==> src/rtl/shreg_pkg.sv <==
// -----------------------------------------------------------------------------
// shreg_pkg
// Shared definitions for the LED shift-register sequencer and its prescaler.
//   state_e   : sequencer state encoding, also driven out on state_o
//   SPEED_MAX : largest speed code; the prescaler period is TICK_DIV << speed
//   LED_W     : width of the LED shift register (and of the pattern)
// -----------------------------------------------------------------------------
package shreg_pkg;

  typedef enum logic [1:0] {
    ST_IDLE  = 2'd0,
    ST_RUN   = 2'd1,
    ST_PAUSE = 2'd2,
    ST_STEP  = 2'd3
  } state_e;

  localparam int SPEED_MAX = 3;
  localparam int LED_W     = 8;

endpackage

==> src/rtl/tick_gen.sv <==
// -----------------------------------------------------------------------------
// tick_gen
// Shift-rate prescaler. Counts 0 .. (TICK_DIV << speed_i) - 1 while enabled
// and emits a one-cycle tick on the terminal count. Holds at 0 while disabled
// or cleared, and restarts from 0 whenever the speed code changes.
// Ports:
//   clk, rst  : clock, asynchronous active-high reset
//   en_i      : count enable (sequencer is running)
//   clr_i     : synchronous clear (sequencer is leaving RUN)
//   speed_i   : period select, period = TICK_DIV << speed_i
//   tick_o    : one-cycle pulse on the terminal count
// -----------------------------------------------------------------------------
module tick_gen
  import shreg_pkg::*;
#(
  parameter int TICK_DIV = 1000
) (
  input  logic       clk,
  input  logic       rst,
  input  logic       en_i,
  input  logic       clr_i,
  input  logic [1:0] speed_i,
  output logic       tick_o
);

  localparam int CNT_W = $clog2(TICK_DIV << SPEED_MAX);

  logic [CNT_W-1:0] cnt_q, cnt_d;
  logic [CNT_W-1:0] term_cnt;
  logic [1:0]       speed_q;
  logic             speed_chg;

  assign term_cnt  = CNT_W'((TICK_DIV << speed_i) - 1);
  assign speed_chg = (speed_i != speed_q);

  // A speed change in the very cycle the old period expires restarts the
  // count instead of firing, so the new period always starts clean.
  assign tick_o = en_i && !clr_i && !speed_chg && (cnt_q == term_cnt);

  always_comb begin
    // NOTE: default assignment first so every path drives cnt_d (no latch).
    cnt_d = cnt_q + 1'b1;
    if (!en_i || clr_i || speed_chg || tick_o) begin
      cnt_d = '0;
    end
  end

  always_ff @(posedge clk or posedge rst) begin
    if (rst) begin
      cnt_q   <= '0;
      speed_q <= '0;
    end else begin
      // NOTE: sequential state uses non-blocking assignments only.
      cnt_q   <= cnt_d;
      speed_q <= speed_i;
    end
  end

endmodule

==> src/rtl/shreg_seq_ctrl.sv <==
// -----------------------------------------------------------------------------
// shreg_seq_ctrl
// Sequencer for the LED shift register. Streams a programmable pattern MSB
// first into the register's serial input, one bit per shift tick, under
// start/stop/pause/step control, and counts completed pattern passes.
// Ports:
//   clk, rst        : clock, asynchronous active-high reset (shared with SR)
//   start/stop/pause/step : one-cycle command pulses, priority stop > start >
//                     pause > step; commands invalid in a state are ignored
//   load, pattern   : capture pattern (accepted in IDLE/PAUSE only)
//   speed           : tick period = TICK_DIV << speed
//   sr_status       : shift register reports all-zero
//   sr_en, sr_sin   : one-cycle shift strobe and its serial bit
//   sr_clr          : one-cycle clear pulse on stop
//   busy            : high in RUN
//   state_o         : current state (IDLE=0, RUN=1, PAUSE=2, STEP=3)
//   frame_cnt       : completed pattern passes, wraps at 255
//   load_err        : one-cycle pulse when a load is rejected
// -----------------------------------------------------------------------------
module shreg_seq_ctrl
  import shreg_pkg::*;
#(
  parameter int TICK_DIV = 1000,
  parameter int PAT_W    = LED_W
) (
  input  logic             clk,
  input  logic             rst,
  input  logic             start,
  input  logic             stop,
  input  logic             pause,
  input  logic             step,
  input  logic             load,
  input  logic [PAT_W-1:0] pattern,
  input  logic [1:0]       speed,
  input  logic             sr_status,
  output logic             sr_en,
  output logic             sr_sin,
  output logic             sr_clr,
  output logic             busy,
  output logic [1:0]       state_o,
  output logic [7:0]       frame_cnt,
  output logic             load_err
);

  localparam int                PTR_W   = $clog2(PAT_W);
  localparam logic [PTR_W-1:0]  PTR_TOP = PTR_W'(PAT_W - 1);

  state_e           state_q;
  logic [PAT_W-1:0] pattern_q;
  logic [PTR_W-1:0] ptr_q;
  logic [PTR_W-1:0] ptr_next;
  logic             ptr_wrap;
  logic [7:0]       frame_q;
  logic             sr_en_q, sr_sin_q, sr_clr_q, busy_q, load_err_q;
  logic             tick;
  logic             leave_run;

  // The pointer advances when a strobe is issued, so the bit for the next
  // strobe is always pattern_q[ptr_q] regardless of when it is requested.
  assign ptr_wrap = (ptr_q == '0);
  assign ptr_next = ptr_wrap ? PTR_TOP : ptr_q - 1'b1;

  assign leave_run = (state_q == ST_RUN) && (stop || pause);

  tick_gen #(
    .TICK_DIV (TICK_DIV)
  ) u_tick_gen (
    .clk     (clk),
    .rst     (rst),
    .en_i    (state_q == ST_RUN),
    .clr_i   (leave_run),
    .speed_i (speed),
    .tick_o  (tick)
  );

  always_ff @(posedge clk or posedge rst) begin
    if (rst) begin
      state_q    <= ST_IDLE;
      // NOTE: the pattern register is a plain flop bank, so it is reset too.
      pattern_q  <= '0;
      ptr_q      <= PTR_TOP;
      frame_q    <= '0;
      sr_en_q    <= 1'b0;
      sr_sin_q   <= 1'b0;
      sr_clr_q   <= 1'b0;
      busy_q     <= 1'b0;
      load_err_q <= 1'b0;
    end else begin
      sr_en_q    <= 1'b0;
      sr_sin_q   <= 1'b0;
      sr_clr_q   <= 1'b0;
      load_err_q <= 1'b0;

      if (stop && state_q != ST_IDLE) begin
        state_q  <= ST_IDLE;
        busy_q   <= 1'b0;
        sr_clr_q <= 1'b1;
        ptr_q    <= PTR_TOP;
      end else begin
        unique case (state_q)
          ST_IDLE: begin
            if (start) begin
              state_q <= ST_RUN;
              busy_q  <= 1'b1;
            end
          end
          ST_RUN: begin
            if (pause) begin
              state_q <= ST_PAUSE;
              busy_q  <= 1'b0;
            end else if (tick) begin
              // Nothing left to shift out and nothing loaded: stop quietly,
              // the register is already clear.
              if (pattern_q == '0 && sr_status) begin
                state_q <= ST_IDLE;
                busy_q  <= 1'b0;
                ptr_q   <= PTR_TOP;
              end else begin
                sr_en_q  <= 1'b1;
                sr_sin_q <= pattern_q[ptr_q];
                ptr_q    <= ptr_next;
                if (ptr_wrap) frame_q <= frame_q + 8'd1;
              end
            end
          end
          ST_PAUSE: begin
            if (start) begin
              state_q <= ST_RUN;
              busy_q  <= 1'b1;
            end else if (step) begin
              state_q  <= ST_STEP;
              sr_en_q  <= 1'b1;
              sr_sin_q <= pattern_q[ptr_q];
              ptr_q    <= ptr_next;
              if (ptr_wrap) frame_q <= frame_q + 8'd1;
            end
          end
          ST_STEP: begin
            state_q <= ST_PAUSE;
          end
        endcase
      end

      // Load sits after the state logic so an accepted load owns the pointer.
      if (load) begin
        if (state_q == ST_IDLE || state_q == ST_PAUSE) begin
          pattern_q <= pattern;
          ptr_q     <= PTR_TOP;
        end else begin
          load_err_q <= 1'b1;
        end
      end
    end
  end

  assign sr_en     = sr_en_q;
  assign sr_sin    = sr_sin_q;
  assign sr_clr    = sr_clr_q;
  assign busy      = busy_q;
  assign state_o   = state_q;
  assign frame_cnt = frame_q;
  assign load_err  = load_err_q;

endmodule
==> config.mk <==
export PLATFORM = sky130hd
export DESIGN_NAME = shreg_seq_ctrl
export DESIGN_NICKNAME = d
export VERILOG_FILES = /design/src/rtl/shreg_pkg.sv /design/src/rtl/tick_gen.sv /design/src/rtl/shreg_seq_ctrl.sv
export SDC_FILE = /design/constraint.sdc
export NUM_CORES = 1
export LEC_CHECK = 0
export ABC_CLOCK_PERIOD_IN_PS = 3480
export BUFFER_PORTS_ARGS = -buffer_cell sky130_fd_sc_hd__buf_2
export CAP_MARGIN = 20
export CORE_ASPECT_RATIO = 0.6
export CORE_UTILIZATION = 40
export CTS_BUF_LIST = sky130_fd_sc_hd__clkbuf_4 sky130_fd_sc_hd__clkbuf_8
export DETAILED_ROUTE_END_ITERATION = 7
export REMOVE_ABC_BUFFERS = 1
export SETUP_SLACK_MARGIN = 0.3
export SKIP_LAST_GASP = 1
export SLEW_MARGIN = 0
export SYNTH_ARGS = -nofsm -noshare
export SYNTH_HDL_FRONTEND = slang
export SYNTH_HIERARCHICAL = 1
export SYNTH_SLANG_ARGS = --single-unit
==> constraint.sdc <==
create_clock -name clk -period 3.48 [get_ports clk]
set_input_delay 0.696 -clock clk [delete_from_list [all_inputs] [get_ports clk]]
set_output_delay 0.696 -clock clk [all_outputs]
set_load 0.005 [all_outputs]
==> results of run 1 <==
synth_stat cells, types with 2 or more instances:
cell type  count  area [um2]
mux2_2         8        90.1
dfstp_2        3        78.8
buf_6          2        22.5
nor3_1         7        35.0
nand3_1       12        60.1
nand2_1       10        37.5
nor4_1         3        18.8
a211oi_1       2        15.0
mux4_2         2        45.0
nand2b_1       3        18.8
a31oi_1        3        18.8
o21bai_1       2        15.0
nand4_1        3        18.8
nor2b_1        5        31.3
nand3b_1       2        15.0
o21ai_0        5        25.0
nor2_1        26        97.6
clkbuf_1       2        7.51
dfrtp_1       38         951
ha_1          12         150
xnor2_1       18         158
o32a_1         2        20.0
o21a_1         2        15.0
and2_1         3        18.8
buf_2          2        10.0
inv_1         15        56.3
and3_1         2        12.5
a21oi_1        3        15.0
xor2_1         7        61.3
sequential cells by signal, summed over array words and instances (netlist names):
name,count
busy,1
frame_cnt,8
load_err,1
pattern_q,8
ptr_q,3
sr_clr,1
sr_en,1
sr_sin,1
state_o,2
u_tick_gen/cnt_q,13
u_tick_gen/speed_q,2
logic make-up (layout without fill, tap and decap cells):
| kind of cell | after synthesis | in the layout | synth area share |
|---|---|---|---|
| adder cells (fa/ha/maj) | 12 | 12 | 0.0636 |
| multiplexers | 12 | 12 | 0.0678 |
| AO/OA/AOI/OAI | 33 | 33 | 0.114 |
| flip-flops | 41 | 41 | 0.436 |
| AND/OR/NAND/NOR | 83 | 83 | 0.183 |
| buffers and inverters | 22 | 58 | 0.0434 |
| XOR/XNOR | 25 | 25 | 0.0927 |
per-layer routing:
metal / routed length, um / vias to the layer above
li1: - / 868
met1: 2850 / 801
met2: 1680 / 37
met3: 274 / 2
met4: 17 / 0
met5: 0 / -
worst max-delay path, stage by stage:
cell	delay [ns]
buf_2	0.14
or4b_1	0.46
a2111o_1	0.46
nor2_1	0.10
and2_1	0.18
nor2b_1	0.07
a41oi_2	0.35
nand2_2	0.12
mux2_4	0.32
per-stage QoR:
stage | hold WS [ns] | util | instance area, um2 | power [mW]
after floorplan | 0.433 | - | 2320 | 1.12
after global placement | 0.455 | 0.461 | 2590 | 1.29
after detailed placement | 0.463 | 0.461 | 2590 | 1.30
after CTS | 0.474 | 0.480 | 2700 | 1.69
after global routing | 0.410 | 0.485 | 2730 | 1.80
final | 0.394 | 0.485 | 2730 | 1.69
final timing paths:
kind,slack (ns),endpoint,depth (start not counted),from
worst max-delay path,0.75,frame_cnt[1],9,speed[1]
worst min-delay path,0.39,pattern_q[7],2,rst
worst max register to register,0.79,frame_cnt[1],8,u_tick_gen/cnt_q[4]
worst min register to register,0.47,frame_cnt[7],1,frame_cnt[7]
max in group asynchronous,2.55,ptr_q[2],3,rst
min in group clk,0.47,frame_cnt[7],1,frame_cnt[7]
area by class of cell:
type / instances / area (um2) / area share
multi-input cells: 165 / 1230 / 0.451
flip-flops and latches: 41 / 1030 / 0.377
repair buffers: 34 / 195 / 0.0715
well taps: 80 / 100 / 0.0367
clock buffers: 6 / 76.3 / 0.0280
inverters: 16 / 62.6 / 0.0229
clock inverters: 2 / 35.0 / 0.0128
report_power, final:
group          leakage, nW  total (mW)  switching [mW]  internal, mW
sequential           0.530       0.684          0.0986         0.586
combinational        0.587       0.616           0.319         0.298
clock               0.0586       0.386           0.165         0.221
total                 1.18        1.69           0.583          1.10
==> flow_metrics.py, run 1 <==
metrics = {
    "run_status": {
        "status": "completed",
    },
    "logic_synthesis": {
        "synth_edf_count": 0,
        "syn_area_mm2": 0.00236,
        "netlist_instances": 228,
        "synth-seq-cells": 41,
        "avgSynthCellArea_um2": 10.4,
        "yosysSeqAreaShare": 0.436,
        "synthArstFlopShare": 1.00,
        "ys_warn_count": 6,
        "ys_types": 53,
        "ys.flop_type": "dfrtp_1",
    },
    "global_routing": {
        "grtUsageMet1": 0.292,
        "grt-ovfl-total": 0,
        "grt_use_total": 0.176,
        "busiest_layer": "met1",
        "grt_pass1_wl_um": 8160,
        "antenna_found_initial": 0,
        "use_met3": 0.0443,
        "grt_max_degree": 27,
        "use_met2": 0.220,
        "grt_pass1_vias": 1627,
    },
    "floorplan": {
        "dieArea_mm2": 0.00623,
        "rows": 21,
        "die_w_um": 101,
        "initial_core_util": 0.420,
        "top_level_ports": 33,
        "die_h_um": 61.5,
        "core_mm2": 0.00562,
    },
    "sta": {
        "finalHoldViolCount": 0,
        "setup_violations": 0,
        "worst_pin_slew_ns": 0.583,
        "slew_viol_final": 0,
        "fmax_mhz": 366,
        "finalClockSkew_ns": 0.00650,
        "finalCriticalPeriod_ns": 2.73,
        "post-route-period-util": 0.785,
        "layout_setup_ws_ns": 0.748,
        "max_slew_margin": 0.611,
        "tns_ns": 0,
        "rsz0062_at_grt": "false",
    },
    "cts": {
        "cts_max_level": 2,
        "cts_tree": "done",
        "cts_hold_buf": 0,
        "clk_path_buf_depth": 2,
        "clkSlewWorstSetupHoldPaths_ns": 0.08,
        "cts.sinks": 41,
        "cts.repair.resized": 0,
        "cts_buffers": 5,
        "cts_setup_buffers": 0,
        "clkLatencyLatePin_ns": 0.29,
        "root_buffer": "clkbuf_8",
    },
    "detailed_routing": {
        "via_per_inst": 4.97,
        "ant_nets": 0,
        "drc_errors": 0,
        "dr.pass1.iters": 4,
        "drt_iter0_drc": 105,
        "routed_wirelength_um": 4820,
        "via_count": 1708,
        "post_drt_wl_per_cell_um": 14.0,
    },
    "cells_and_area": {
        "final_cells": 344,
        "drive_gt1_frac": 0.239,
        "fillCellCount": 532,
        "final_cell_mix": "dfrtp_1 (38), buf_2 (32), nor2_1 (26), xnor2_1 (18), inv_1 (15)",
        "fin_nets": 293,
        "syn_to_final_growth_pct": 15.5,
        "layout_commonest_cell": "dfrtp_1",
        "diodes": 0,
    },
    "critical_path": {
        "cp_data_arrival_time_ns": 2.91,
        "crit_path_max_fanout": 7,
        "end_kind": "flop",
        "crit_required_ns": 3.66,
        "startpoint_type": "input port",
        "crit_type": "input port to flop",
    },
    "placement": {
        "place_congestion": 0.899,
        "io_buffers": 32,
        "place_ws_ns": 0.438,
        "place_inst": 335,
        "dpl.hpwl_um": 3640,
    },
    "flow_run": {
        "max-cap-violations": 0,
    },
    "worst_hold_path": {
        "hold_class": "input port to async pin",
    },
    "pwr": {
        "p_leak_nw": 1.18,
        "peakVddDrop_mv": 0.352,
        "p_per_area_mw_per_mm2": 618,
    },
}
Note: power is estimated with default switching activity, not from simulation.
==> run 2, diff against run 1 <==
--- a/config.mk
+++ b/config.mk
@@ -5,7 +5,7 @@
 export SDC_FILE = /design/constraint.sdc
 export NUM_CORES = 1
 export LEC_CHECK = 0
-export ABC_CLOCK_PERIOD_IN_PS = 3480
+export ABC_CLOCK_PERIOD_IN_PS = 2700
 export BUFFER_PORTS_ARGS = -buffer_cell sky130_fd_sc_hd__buf_2
 export CAP_MARGIN = 20
 export CORE_ASPECT_RATIO = 0.6
==> constraint.sdc (replaced) <==
create_clock -name clk -period 2.7 [get_ports clk]
set_input_delay 0.54 -clock clk [delete_from_list [all_inputs] [get_ports clk]]
set_output_delay 0.54 -clock clk [all_outputs]
set_load 0.005 [all_outputs]
==> run 2 against run 1 <==
  * Wire length is 2.1% higher
  * Sequential power is 29% higher
  * Final cell count is 3.2% higher
  * Sequential cell count stayed put
  * Via count is 5.8% higher
  * Worst hold slack worse by 0.10 ns
  * Critical endpoint is now frame_cnt[6]
==> flow_metrics.py, run 2 (same netlist as run 1, synthesis figures left out) <==
metrics = {
    "floorplan": {
        "die_h_um": 61.5,
        "die_w_um": 101,
        "core_mm2": 0.00562,
        "top_level_ports": 33,
        "rows": 21,
        "dieArea_mm2": 0.00623,
        "initial_core_util": 0.420,
    },
    "cts": {
        "root_buffer": "clkbuf_8",
        "clkSlewWorstSetupHoldPaths_ns": 0.08,
        "cts_hold_buf": 0,
        "cts_tree": "done",
        "cts.sinks": 41,
        "cts_buffers": 5,
        "cts_max_level": 2,
        "clk_path_buf_depth": 2,
        "clkLatencyLatePin_ns": 0.30,
    },
    "sta": {
        "max_slew_margin": 0.604,
        "tns_ns": 0,
        "whs_ns": 0.289,
        "rsz0062_at_grt": "true",
        "finalHoldViolCount": 0,
        "setup_violations": 0,
        "finalClockSkew_ns": 0.00623,
        "post-route-period-util": 0.877,
        "layout_setup_ws_ns": 0.332,
        "fmax_mhz": 422,
        "worst_pin_slew_ns": 0.593,
        "slew_viol_final": 0,
        "finalCriticalPeriod_ns": 2.37,
    },
    "critical_path": {
        "crit_type": "flop to flop",
        "cp_slowest_cell": "or4b_1",
        "cp_data_arrival_time_ns": 2.55,
        "slowest_delay_ns": 0.52,
        "critical_path.top_delay_family": "simple AND/OR/NAND/NOR gates",
        "cp.depth": 9,
        "startpoint_type": "flop",
        "worstRegToRegCells": 9,
        "path_cells": "or4b_1, a2111o_1, nor2_1, and2_4, nor2b_2, a41oi_2, buf_6, nand4_1, xnor2_1",
        "crit_required_ns": 2.89,
        "end_kind": "flop",
        "path_buf_inv": 1,
        "crit_path_max_fanout": 6,
    },
    "pwr": {
        "p_per_area_mw_per_mm2": 769,
        "swShare": 0.360,
        "peakVddDrop_mv": 0.265,
        "p_leak_nw": 1.22,
        "p_clk_frac": 0.202,
        "power.internal_mw": 1.37,
        "seqPwrFrac": 0.411,
        "power.switching_mw": 0.774,
        "p_comb_frac": 0.387,
        "power_mw": 2.15,
    },
    "cells_and_area": {
        "drive_gt1_frac": 0.280,
        "top_register": "u_tick_gen/cnt_q",
        "diodes": 0,
        "syn_to_final_growth_pct": 18.2,
        "fin_nets": 304,
        "design_area_mm2": 0.00279,
        "final_cell_mix": "dfrtp_1 (38), buf_2 (32), nor2_1 (26), xnor2_1 (18), inv_1 (15)",
        "layout_commonest_cell": "dfrtp_1",
        "fillCellCount": 549,
        "largest_register_ffs": 13,
    },
    "placement": {
        "place_ws_ns": 0.00110,
        "dpl.hpwl_um": 3710,
        "io_buffers": 32,
        "place_area_mm2": 0.00266,
        "place_congestion": 0.828,
    },
    "global_routing": {
        "grt_use_total": 0.181,
        "grt_pass1_wl_um": 8290,
        "grt-ovfl-total": 0,
        "grt_pass1_vias": 1641,
        "antenna_found_initial": 0,
        "grt_max_degree": 27,
    },
    "detailed_routing": {
        "drt_iter0_drc": 65,
        "via_per_inst": 5.09,
        "post_drt_wl_per_cell_um": 13.9,
        "routed_wirelength_um": 4920,
        "drc_errors": 0,
        "via_count": 1807,
        "ant_nets": 0,
        "dr.pass1.iters": 4,
    },
    "run_status": {
        "status": "completed",
    },
    "flow_run": {
        "max-cap-violations": 0,
    },
    "worst_hold_path": {
        "hold_class": "input port to async pin",
    },
}
## run 2: cell types whose count changed in the layout (fill, tap and decap cells not counted), sizes merged
| cell | previous run | this run |
|---|---|---|
| buf | 34 | 45 |
| clkinv | 1 | 2 |
| bufinv | 1 | 0 |
## run 2: path summary, 6_finish.rpt
path                                          start               endpoint  slack [ns]
max in group asynchronous                       rst  u_tick_gen/speed_q[0]        2.01
worst max-delay path            u_tick_gen/cnt_q[4]           frame_cnt[6]        0.33
worst min register to register         frame_cnt[7]           frame_cnt[7]        0.47
worst max register to register  u_tick_gen/cnt_q[4]           frame_cnt[6]        0.33
worst min-delay path                            rst           pattern_q[7]        0.29
min in group clk                               load               load_err        0.46
## run 2: per-layer routing
metal | GRT usage | vias to the layer above | part of all wire
met2 | 0.228 | 46 | 0.35
met4 | 0.0621 | 0 | 0.014
met5 | 0 | - | 0
li1 | - | 888 | -
met3 | 0.0420 | 7 | 0.051
met1 | 0.290 | 866 | 0.59
## run 2: power by group through the flow
| stage | Combinational (mW) | Sequential, mW | Clock (mW) |
|---|---|---|---|
| 2_1_floorplan | 0.582 | 0.864 | 0 |
| 3_3_place_gp | 0.801 | 0.888 | 0 |
| 3_5_place_dp | 0.806 | 0.896 | 0 |
| 4_1_cts | 0.812 | 0.882 | 0.454 |
| 5_1_grt | 0.924 | 0.909 | 0.480 |
| 6_report | 0.831 | 0.883 | 0.435 |
## run 2: area by class of cell
| class | instances | area, um2 | share of cell area |
|---|---|---|---|
| inverters | 16 | 62.6 | 0.0224 |
| clock inverters | 2 | 13.8 | 0.00493 |
| clock buffers | 6 | 82.6 | 0.0296 |
| well taps | 80 | 100 | 0.0358 |
| repair buffers | 45 | 262 | 0.0936 |
| multi-input cells | 165 | 1240 | 0.445 |
| flip-flops and latches | 41 | 1030 | 0.369 |
## run 2: worst min-delay path, cell delays in order
cell and delay [ns]:
buf_2 0.10, inv_1 0.04, buf_4 0.31
## run 2: through the flow
| step | std cells | utilization |
|---|---|---|
| final | 355 | 0.497 |
| after global routing | 355 | 0.497 |
| after global placement | 344 | 0.473 |
| after detailed placement | 344 | 0.473 |
| after CTS | 354 | 0.493 |
| after floorplan | 222 | - |
## run 2: timing repair
action | CTS | global route
buffers inserted | 2 | 1
endpoints found under the setup margin | 11 | 9
pin swaps | 3 | 2
gates resized for setup | 1 | 4
==> run 3, diff against run 2 <==
--- a/config.mk
+++ b/config.mk
@@ -12,6 +12,7 @@
 export CORE_UTILIZATION = 40
 export CTS_BUF_LIST = sky130_fd_sc_hd__clkbuf_4 sky130_fd_sc_hd__clkbuf_8
 export DETAILED_ROUTE_END_ITERATION = 7
+export PLACE_DENSITY = 0.7
 export REMOVE_ABC_BUFFERS = 1
 export SETUP_SLACK_MARGIN = 0.3
 export SKIP_LAST_GASP = 1
==> run 3 against run 2 <==
  * Combinational power rose by 4.9%
  * First-iteration DRC count rose by 100%
  * Worst hold slack improved by 0.011 ns
  * Clock skew fell by 0.0027 ns
  * Final area rose by 1.5%
  * Sequential share of layout area fell by 0.49 points
  * Core utilization rose by 0.73 points
  * Critical endpoint unchanged
==> flow_metrics.py, run 3 (same netlist as run 1, synthesis figures left out) <==
metrics = {
    "global_routing": {
        "antenna_found_initial": 0,
        "grt_max_degree": 27,
        "grt_pass1_vias": 1632,
        "grt_use_total": 0.182,
        "grt-ovfl-total": 0,
        "grt_pass1_wl_um": 8360,
    },
    "floorplan": {
        "die_w_um": 101,
        "die_h_um": 61.5,
        "initial_core_util": 0.420,
        "dieArea_mm2": 0.00623,
        "core_mm2": 0.00562,
        "rows": 21,
        "top_level_ports": 33,
    },
    "pwr": {
        "p_comb_frac": 0.396,
        "p_per_area_mw_per_mm2": 777,
        "power_mw": 2.20,
        "peakVddDrop_mv": 0.358,
        "swShare": 0.360,
        "p_leak_nw": 1.23,
        "power.internal_mw": 1.41,
        "power.switching_mw": 0.792,
        "seqPwrFrac": 0.404,
        "p_clk_frac": 0.200,
    },
    "critical_path": {
        "crit_path_max_fanout": 6,
        "startpoint_type": "flop",
        "cp_slowest_cell": "or4b_1",
        "cp_data_arrival_time_ns": 2.57,
        "slowest_delay_ns": 0.52,
        "crit_required_ns": 2.88,
        "end_kind": "flop",
        "crit_type": "flop to flop",
        "path_cells": "or4b_1, a2111o_1, nor2_1, and2_4, nor2b_2, a41oi_2, buf_6, nand4_1, xnor2_1",
    },
    "sta": {
        "post-route-period-util": 0.883,
        "rsz0062_at_grt": "true",
        "max_slew_margin": 0.592,
        "setup_violations": 0,
        "fmax_mhz": 419,
        "finalCriticalPeriod_ns": 2.38,
        "slew_viol_final": 0,
        "finalHoldViolCount": 0,
        "worst_pin_slew_ns": 0.611,
        "finalClockSkew_ns": 0.00353,
    },
    "cells_and_area": {
        "drive_gt1_frac": 0.301,
        "layout_commonest_cell": "dfrtp_1",
        "seq_area_mm2": 0.00103,
        "top_register": "u_tick_gen/cnt_q",
        "largest_register_ffs": 13,
        "final_cells": 356,
        "design_area_mm2": 0.00283,
        "multiInputGateArea_mm2": 0.00127,
        "final_cell_mix": "dfrtp_1 (37), buf_2 (32), nor2_1 (26), xnor2_1 (18), inv_1 (15)",
        "fillCellCount": 544,
        "syn_to_final_growth_pct": 20.0,
        "fin_nets": 305,
        "diodes": 0,
    },
    "placement": {
        "place_congestion": 0.869,
        "place_area_mm2": 0.00267,
        "place_inst": 345,
        "dpl.hpwl_um": 3980,
        "io_buffers": 32,
    },
    "detailed_routing": {
        "ant_nets": 0,
        "via_count": 1836,
        "routed_wirelength_um": 5260,
        "drt_iter0_drc": 133,
        "dr.pass1.iters": 4,
        "post_drt_wl_per_cell_um": 14.8,
        "via_per_inst": 5.16,
        "drc_errors": 0,
    },
    "flow_run": {
        "max-cap-violations": 0,
    },
    "cts": {
        "cts_max_level": 2,
        "cts_tree": "done",
        "cts.sinks": 41,
        "clkLatencyLatePin_ns": 0.29,
        "cts_buffers": 5,
        "clkSlewWorstSetupHoldPaths_ns": 0.08,
        "clk_path_buf_depth": 2,
        "root_buffer": "clkbuf_8",
    },
    "worst_hold_path": {
        "hold_class": "input port to async pin",
    },
    "run_status": {
        "status": "completed",
    },
}
## run 3: timing repair
item,4_1_cts,5_1_grt
setup endpoints to repair,12,15
cloned,0,0
hold buffers,0,0
buffers inserted,2,1
endpoints found under the hold margin,0,0
pin swaps,4,4
gates resized for setup,2,8
## run 3: per-stage QoR
step	worst slack, ns	setup TNS, ns	util	hold WS (ns)
2_1_floorplan	0.140	0	-	0.433
3_3_place_gp	0.0393	0	0.474	0.451
3_5_place_dp	-0.0205	-0.0324	0.474	0.461
4_1_cts	0.301	0	0.496	0.317
5_1_grt	0.195	0	0.504	0.336
6_report	0.315	0	0.504	0.300
## run 3: cell type report
cell class | instances | area share
Tap cell | 80 | 0.0353
Multi-Input combinational cell | 165 | 0.448
Sequential cell | 41 | 0.364
Inverter | 16 | 0.0221
Clock buffer | 7 | 0.0340
Clock inverter | 1 | 0.00177
Timing Repair Buffer | 46 | 0.0949
## run 3: critical path, delay by kind of cell, from the launching register on
kind,cells,cell delay [ns]
AND/OR/NAND/NOR,5,0.92
buffers and inverters,1,0.16
XOR/XNOR,1,0.16
AO/OA/AOI/OAI,2,0.64
flip-flops,1,0.38
## run 3: worst paths after layout
path	startpoint	to	slack, ns	cells past startpoint
min in group clk	frame_cnt[7]	frame_cnt[7]	0.47	1
worst min-delay path	rst	pattern_q[7]	0.30	3
worst max-delay path	u_tick_gen/cnt_q[4]	frame_cnt[6]	0.32	9
max in group asynchronous	rst	u_tick_gen/cnt_q[6]	1.95	2
worst min register to register	frame_cnt[7]	frame_cnt[7]	0.47	1
worst max register to register	u_tick_gen/cnt_q[4]	frame_cnt[6]	0.32	9
## run 3: per-layer routing
| layer | track usage | wire [um] | up-vias | share of wire |
|---|---|---|---|---|
| met5 | 0 | 0 | - | 0 |
| met2 | 0.239 | 2050 | 59 | 0.39 |
| met3 | 0.0443 | 348 | 7 | 0.066 |
| met4 | 0.0455 | 29 | 0 | 0.0055 |
| li1 | - | - | 896 | - |
| met1 | 0.289 | 2830 | 874 | 0.54 |
## run 3: power by group through the flow
stage	clock network (mW)	registers [mW]	logic [mW]
final	0.439	0.890	0.872
after global routing	0.485	0.906	0.954
after CTS	0.455	0.888	0.837
after detailed placement	0	0.900	0.829
after global placement	0	0.887	0.807
after floorplan	0	0.864	0.582
